## config.mk

```make
export PLATFORM = sky130hd
export DESIGN_NAME = unidade_io
export DESIGN_NICKNAME = d
export VERILOG_FILES = /design/src/rtl/unidade_io_pkg.sv /design/src/rtl/unidade_io_debounce_botao.sv /design/src/rtl/unidade_io.sv
export SDC_FILE = /design/constraint.sdc
export NUM_CORES = 1
export LEC_CHECK = 0
export CORE_ASPECT_RATIO = 0.6
export CORE_UTILIZATION = 44
export DETAILED_ROUTE_END_ITERATION = 12
export PLACE_DENSITY = 0.85
export SLEW_MARGIN = 40
export SYNTH_ARGS = -nofsm -noshare
export SYNTH_HDL_FRONTEND = slang
export SYNTH_SLANG_ARGS = --single-unit
```

## constraint.sdc

```tcl
create_clock -name clk -period 3.7 [get_ports clk]
set_input_delay 0.37 -clock clk [delete_from_list [all_inputs] [get_ports clk]]
set_output_delay 0.37 -clock clk [all_outputs]
set_load 0.05 [all_outputs]
```

## src/rtl/unidade_io_pkg.sv

```systemverilog
// Shared types and constants for the IN/OUT/HLT unit and its button debouncer.
package unidade_io_pkg;

  typedef enum logic [2:0] {
    IDLE,
    WAIT_PRESS,
    WAIT_RELEASE,
    DONE,
    HALTED
  } state_t;

  localparam int SW_W       = 16;
  localparam int DATA_W_DEF = 32;

endpackage

```

## src/rtl/unidade_io_debounce_botao.sv

```systemverilog
// Two-flop synchronizer plus debouncer for the active-low confirm button.
// Emits one-cycle pulses when the debounced level changes to pressed or released.
module debounce_botao #(
  parameter int DEBOUNCE_CYCLES = 4
) (
  input  logic clk,
  input  logic rst_n,
  input  logic btn_n_i,
  output logic press_o,
  output logic rel_o
);

  localparam int CNT_W = (DEBOUNCE_CYCLES < 2) ? 1 : $clog2(DEBOUNCE_CYCLES + 1);

  logic             sync1_q, sync2_q;
  logic             level_q, level_d;
  logic             press_q, press_d;
  logic             rel_q, rel_d;
  logic [CNT_W-1:0] cnt_q, cnt_d;

  // Count samples that disagree with the accepted level; any agreeing sample restarts it.
  always_comb begin
    cnt_d   = '0;
    level_d = level_q;
    press_d = 1'b0;
    rel_d   = 1'b0;
    if (sync2_q != level_q) begin
      if (cnt_q == CNT_W'(DEBOUNCE_CYCLES - 1)) begin
        level_d = sync2_q;
        press_d = ~sync2_q;
        rel_d   = sync2_q;
      end else begin
        cnt_d = cnt_q + CNT_W'(1);
      end
    end
  end

  always_ff @(posedge clk or negedge rst_n) begin
    if (!rst_n) begin
      sync1_q <= 1'b1;
      sync2_q <= 1'b1;
      level_q <= 1'b1;
      press_q <= 1'b0;
      rel_q   <= 1'b0;
      cnt_q   <= '0;
    end else begin
      sync1_q <= btn_n_i;
      sync2_q <= sync1_q;
      level_q <= level_d;
      press_q <= press_d;
      rel_q   <= rel_d;
      cnt_q   <= cnt_d;
    end
  end

  assign press_o = press_q;
  assign rel_o   = rel_q;

endmodule

```

## src/rtl/unidade_io.sv

```systemverilog
// CPU I/O unit: user-mode IN waits for a debounced button press/release, OUT
// latches a display register, OS-serviced IN/OUT raise a trap, HLT stops the CPU.
module unidade_io
  import unidade_io_pkg::*;
#(
  parameter int DEBOUNCE_CYCLES = 4,
  parameter int DATA_W          = DATA_W_DEF
) (
  input  logic              clk,
  input  logic              rst_n,
  input  logic              SIn,
  input  logic              OutWrite,
  input  logic              SHlt,
  input  logic              S_Out_IN,
  input  logic              S_crtl,
  input  logic [SW_W-1:0]   sw_data,
  input  logic              btn_confirm_n,
  input  logic [DATA_W-1:0] out_data,
  output logic              stall,
  output logic [DATA_W-1:0] in_value,
  output logic              in_ready,
  output logic [DATA_W-1:0] display_reg,
  output logic              out_valid,
  output logic              io_trap,
  output logic              halted
);

  state_t            state_q;
  logic              stall_q, in_ready_q, out_valid_q, io_trap_q, halted_q;
  logic [DATA_W-1:0] in_value_q, display_q;
  logic              btn_press, btn_rel;
  logic              in_start;

  debounce_botao #(
    .DEBOUNCE_CYCLES(DEBOUNCE_CYCLES)
  ) u_debounce (
    .clk    (clk),
    .rst_n  (rst_n),
    .btn_n_i(btn_confirm_n),
    .press_o(btn_press),
    .rel_o  (btn_rel)
  );

  // The PC must freeze in the very cycle a user IN is decoded, before the FSM registers it.
  assign in_start = (state_q == IDLE) && !SHlt && SIn && !S_crtl && S_Out_IN;

  always_ff @(posedge clk or negedge rst_n) begin
    if (!rst_n) begin
      state_q     <= IDLE;
      stall_q     <= 1'b0;
      in_ready_q  <= 1'b0;
      out_valid_q <= 1'b0;
      io_trap_q   <= 1'b0;
      halted_q    <= 1'b0;
      in_value_q  <= '0;
      display_q   <= '0;
    end else begin
      in_ready_q  <= 1'b0;
      out_valid_q <= 1'b0;
      io_trap_q   <= 1'b0;
      case (state_q)
        IDLE: begin
          if (SHlt) begin
            state_q  <= HALTED;
            halted_q <= 1'b1;
            stall_q  <= 1'b1;
          end else if (SIn) begin
            if (S_crtl) begin
              io_trap_q <= 1'b1;
            end else if (S_Out_IN) begin
              state_q <= WAIT_PRESS;
              stall_q <= 1'b1;
            end
          end else if (OutWrite) begin
            if (S_crtl) begin
              io_trap_q <= 1'b1;
            end else if (S_Out_IN) begin
              display_q   <= out_data;
              out_valid_q <= 1'b1;
            end
          end
        end
        WAIT_PRESS: begin
          // Only a fresh press edge counts, so a button held on entry is ignored.
          if (btn_press) begin
            in_value_q <= DATA_W'(sw_data);
            state_q    <= WAIT_RELEASE;
          end
        end
        WAIT_RELEASE: begin
          if (btn_rel) begin
            state_q    <= DONE;
            stall_q    <= 1'b0;
            in_ready_q <= 1'b1;
          end
        end
        DONE: begin
          state_q <= IDLE;
        end
        HALTED: begin
          halted_q <= 1'b1;
          stall_q  <= 1'b1;
        end
        default: begin
          state_q <= IDLE;
        end
      endcase
    end
  end

  assign stall       = stall_q | in_start;
  assign in_value    = in_value_q;
  assign in_ready    = in_ready_q;
  assign display_reg = display_q;
  assign out_valid   = out_valid_q;
  assign io_trap     = io_trap_q;
  assign halted      = halted_q;

endmodule

```

[Word level (Yosys, flattened, before mapping)]
Index checks and enable logic that the tools add are counted.
Cells by class
  add/subtract/negate cells: 1
  eq/ne operators: 11
  mux-type cells: 34
  bitwise logic cells: 6
  reduce and logical (&&, ||, !) cells: 15
Operators with widths (number)
  $mux 3: 8
  $mux 1: 23
  $pmux 3 s4: 1
  $reduce_and 6->1: 2
  $ne 3x3->1 const B: 3
  $eq 3x2->1 const B: 2
  $reduce_and 2->1: 3
  $not 1->1: 5
  $reduce_and 5->1: 1
  $logic_and 1x1->1: 4
  $ne 2x1->1 const B: 2
  $add 3x1->3 const B: 1
  $eq 3x1->1 const B: 1
  $eq 3x3->1 const B: 1
  $logic_not 3->1: 1
  $pmux 1 s3: 1
  $reduce_bool 3->1: 1
  $logic_not 1->1: 2
  $ne 2x2->1 const B: 1
  $pmux 1 s2: 1
  $reduce_bool 2->1: 1
  $ne 1x1->1: 1
  $or 1x1->1: 1
Word-level totals
  register bits: 64
  input port bits: 56
  logic and storage cells: 81

[Logic depth before layout (Yosys ltp)]
  depth in word-level cells: 6
  gate-level depth with buffers: 4
  depth with buffers taken out: 3

[Modules after synthesis]
Synthesis repeated with hierarchy kept, for this count alone.
Unflattened totals
  cells, all modules: 166
  area total of the unflattened synthesis: 2681.3 um^2
By module, submodules not included
  unidade_io: times used 1, cells each 149, area an instance 2392.3 um^2, sequential area each 1401.3 um^2
  debounce_botao: times used 1, cells each 17, area an instance 289.0 um^2, sequential area each 203.9 um^2

[Worst setup path after synthesis]
OpenSTA, ideal clock, no wires.
  path kind: reg2out
  start point: register state_q[0]
  end point: output stall
  arrival: 1287 ps
  required time: 3330 ps
  slack: 2043 ps
  cell stages (with the launch flop): 4
  cell sequence: dfrtp_1 nor4_4 nand3_1 nand2_1
Between the ends
  cells in the longest elaborated chain, start to end: 6
Ends and longest elaborated chain
  from (decl): RTL line unidade_io.sv:28  | state_t state_q;
  from (signal assigned): RTL line unidade_io.sv:49  | state_q <= IDLE;
  from (signal assigned): RTL line unidade_io.sv:64  | state_q <= HALTED;
  from (signal assigned): RTL line unidade_io.sv:71  | state_q <= WAIT_PRESS;
  $logic_not 3->1: RTL line unidade_io.sv:45  | assign in_start = (state_q == IDLE) && !SHlt && SIn && !S_crtl && S_Out_IN;
  $logic_and 1x1->1 (4 in a row): RTL line unidade_io.sv:45
  $or 1x1->1: RTL line unidade_io.sv:111  | assign stall = stall_q | in_start;
  to (decl): RTL line unidade_io.sv:19  | output logic stall,
Every way passes these cells.

[Worst setup path in the final report]
  start point: register state_q[1]
  end point: output stall
Same word-level chain as after synthesis.

==> results.cfg <==
[pwr]
powerDensity_nw_per_um2 = 671
ir_worst_vdd_mv = 0.422
p_leak_nw = 1.92

[floorplan]
die_height_um = 62.4
die-area_um2 = 6410
dieWidth_um = 103
ios = 125
num_rows = 21
start_util_pct = 46.7
core_area_um2 = 5730

[placement]
numPortBuffers = 108
globalplace.congestion = 0.750
post-dp-hpwl_um = 3870

[finish]
regArea_um2 = 1610
fin_util_pct = 69.4
multi_input_area_um2 = 970
fillCellCount = 428
nets = 339
area_delta_synth_final_pct = 48.6
drive_above_1_share_pct = 26.9
antennaDiodeCount = 0
largest_register_ffs = 32

[min_path]
min_path_type = input port to async pin

[run_status]
outcome = complete, no violations

[route]
first_pass_iters = 4
num_vias = 1663
viasPerCell = 4.54
totalWireLength_um = 5390
drcViolationCount = 0
drtAntennaViolNets = 0
routedWlPerCell_um = 14.7
drt_iter0_markers = 24

[run]
maxCapViolCount = 0

[clock_network]
clock_latency_ns = 0.33
hold_buffers = 0
numCtsBuffers = 9
h-tree-depth = 3
cts-resized-gates = 0
cts-root-buf = clkbuf_8
clkTransAtPathRegs_ns = 0.07
cts.sinks = 64
post_cts_buffers = 0
clockBufferDepth = 2
cts_tree = yes

[setup_path]
path_buf_inv = 1
cp.depth = 4
cp-start-kind = flip-flop
crit_family = buffers and inverters
rr_worst_depth = 3
slowest_delay_ns = 0.81
critPathRequiredTime_ns = 3.33
crit_type = flip-flop to output port
crit_chain = nor4_4 > nand3_1 > nand2_1 > clkdlybuf4s50_1
cp_data_arrival_time_ns = 2.30
slowest_stage = clkdlybuf4s50_1
cp-end-kind = output port
critPathMaxFanout = 8

[global_route]
grt_pass1_vias = 1696
antenna_found_initial = 0
grt_pass1_wl_um = 8360
grt.overflow.total = 0
grt_max_degree = 44
grt_usage_pct = 17.8

[yosys]
ys_ff_latch = 64
synth_edf_count = 0
synth_top_area_share_pct = 57.1
yosys.area.top_type = dfrtp_1
yosys_most_used_dff = dfrtp_1
syn_area_um2 = 2680
synth.distinct_cells = 32
netlist_top_cells_count = dfrtp_1 (61), mux2_4 (29), mux2_2 (20), buf_4 (16)
async_flop_share_pct = 100
synth_cells = 166
synth_warnings = 0
ys_top_cells_by_area = dfrtp_1 (57%), mux2_4 (16%), mux2_2 (8.4%)
yosysMostFrequentCell = dfrtp_1
yosysSeqAreaShare_pct = 60.0
avgSynthCellArea_um2 = 16.1

[sta]
fin_tns_setup_ns = 0
clock_skew_ns = 0.00729
fmax_mhz = 374
tightestPinTransition_ns = 0.801
hold_viol_final = 0
period_share_pct = 72.3
setup_viol = 0
slew_violations = 0
slew_headroom_pct = 46.5
period_needed_ns = 2.67
grt_setup_unrepaired = no
-- through the flow --
step	cell area (µm²)	hold slack [ns]	cells	total power [mW]	worst slack [ns]
floorplan	2730	0.0744	181	1.73	2.04
global placement	3770	0.347	349	2.10	1.19
detailed placement	3780	0.347	351	2.12	1.16
CTS	3980	0.0269	366	2.70	1.01
global route	3980	0.0507	366	2.78	0.907
finish	3980	0.0104	366	2.67	1.03
-- power by group --
group          switching, mW  total, mW  internal, mW
registers              0.109      0.973         0.864
clock network          0.251      0.562         0.312
logic                  0.664       1.13         0.469
-- worst register-to-register path, cell delays in order (launching register included) --
cell	delay (ns)
dfrtp_1	0.51
nor4_4	0.44
nand4b_4	0.69
mux2_4	0.56
-- worst paths after layout --
check / endpoint / startpoint / slack (ns)
hold / removal: state_q[1] / rst_n / 0.01
setup reg to reg: display_reg[18] / state_q[1] / 1.38
hold reg to reg: u_debounce.sync2_q / u_debounce.sync1_q / 0.36
max in group asynchronous: display_reg[30] / rst_n / 2.99
min in group clk: u_debounce.sync2_q / u_debounce.sync1_q / 0.36
setup / recovery: stall / state_q[1] / 1.03
-- layout make-up --
cell class,count,area share [%]
Clock buffer,13,4.50
Clock inverter,2,0.315
Inverter,2,0.189
Multi-Input combinational cell,94,24.4
Sequential cell,64,40.4
Tap cell,80,2.52
Timing Repair Buffer,111,27.7
-- per-layer routing --
layer  wire, µm  share of wire, %  vias to the layer above  track usage (%)
met2       2330                43                       85             26.1
met5          0                 0                        -                0
met4         67               1.2                        0             6.43
met1       2370                44                      790             22.9
li1           -                 -                      778                -
met3        622                12                       10             8.72
-- cells by family (layout without fill, tap and decap cells) --
logic type	Yosys count	after routing	share of synthesized area [%]
DFF	64	64	60.0
and+or+nand+nor	20	20	5.89
muxes	49	49	24.7
AOI/OAI and AO/OA	7	7	2.06
adders and majority gates	1	1	0.468
xor gates and xnor gates	1	1	0.327
buffers and inverters	23	128	6.41
other	1	16	0.140
-- cell usage in the layout, fill, tap and decap left out, types with 3 or more instances in the layout --
master           instances
dfrtp_1                 61
conb_1                  16
clkdlybuf4s50_1        107
mux2_4                  29
mux2_2                  20
dfstp_2                  3
buf_4                    4
nor2b_1                  3
clkbuf_8                13
Power figures use the tool's default switching activity.
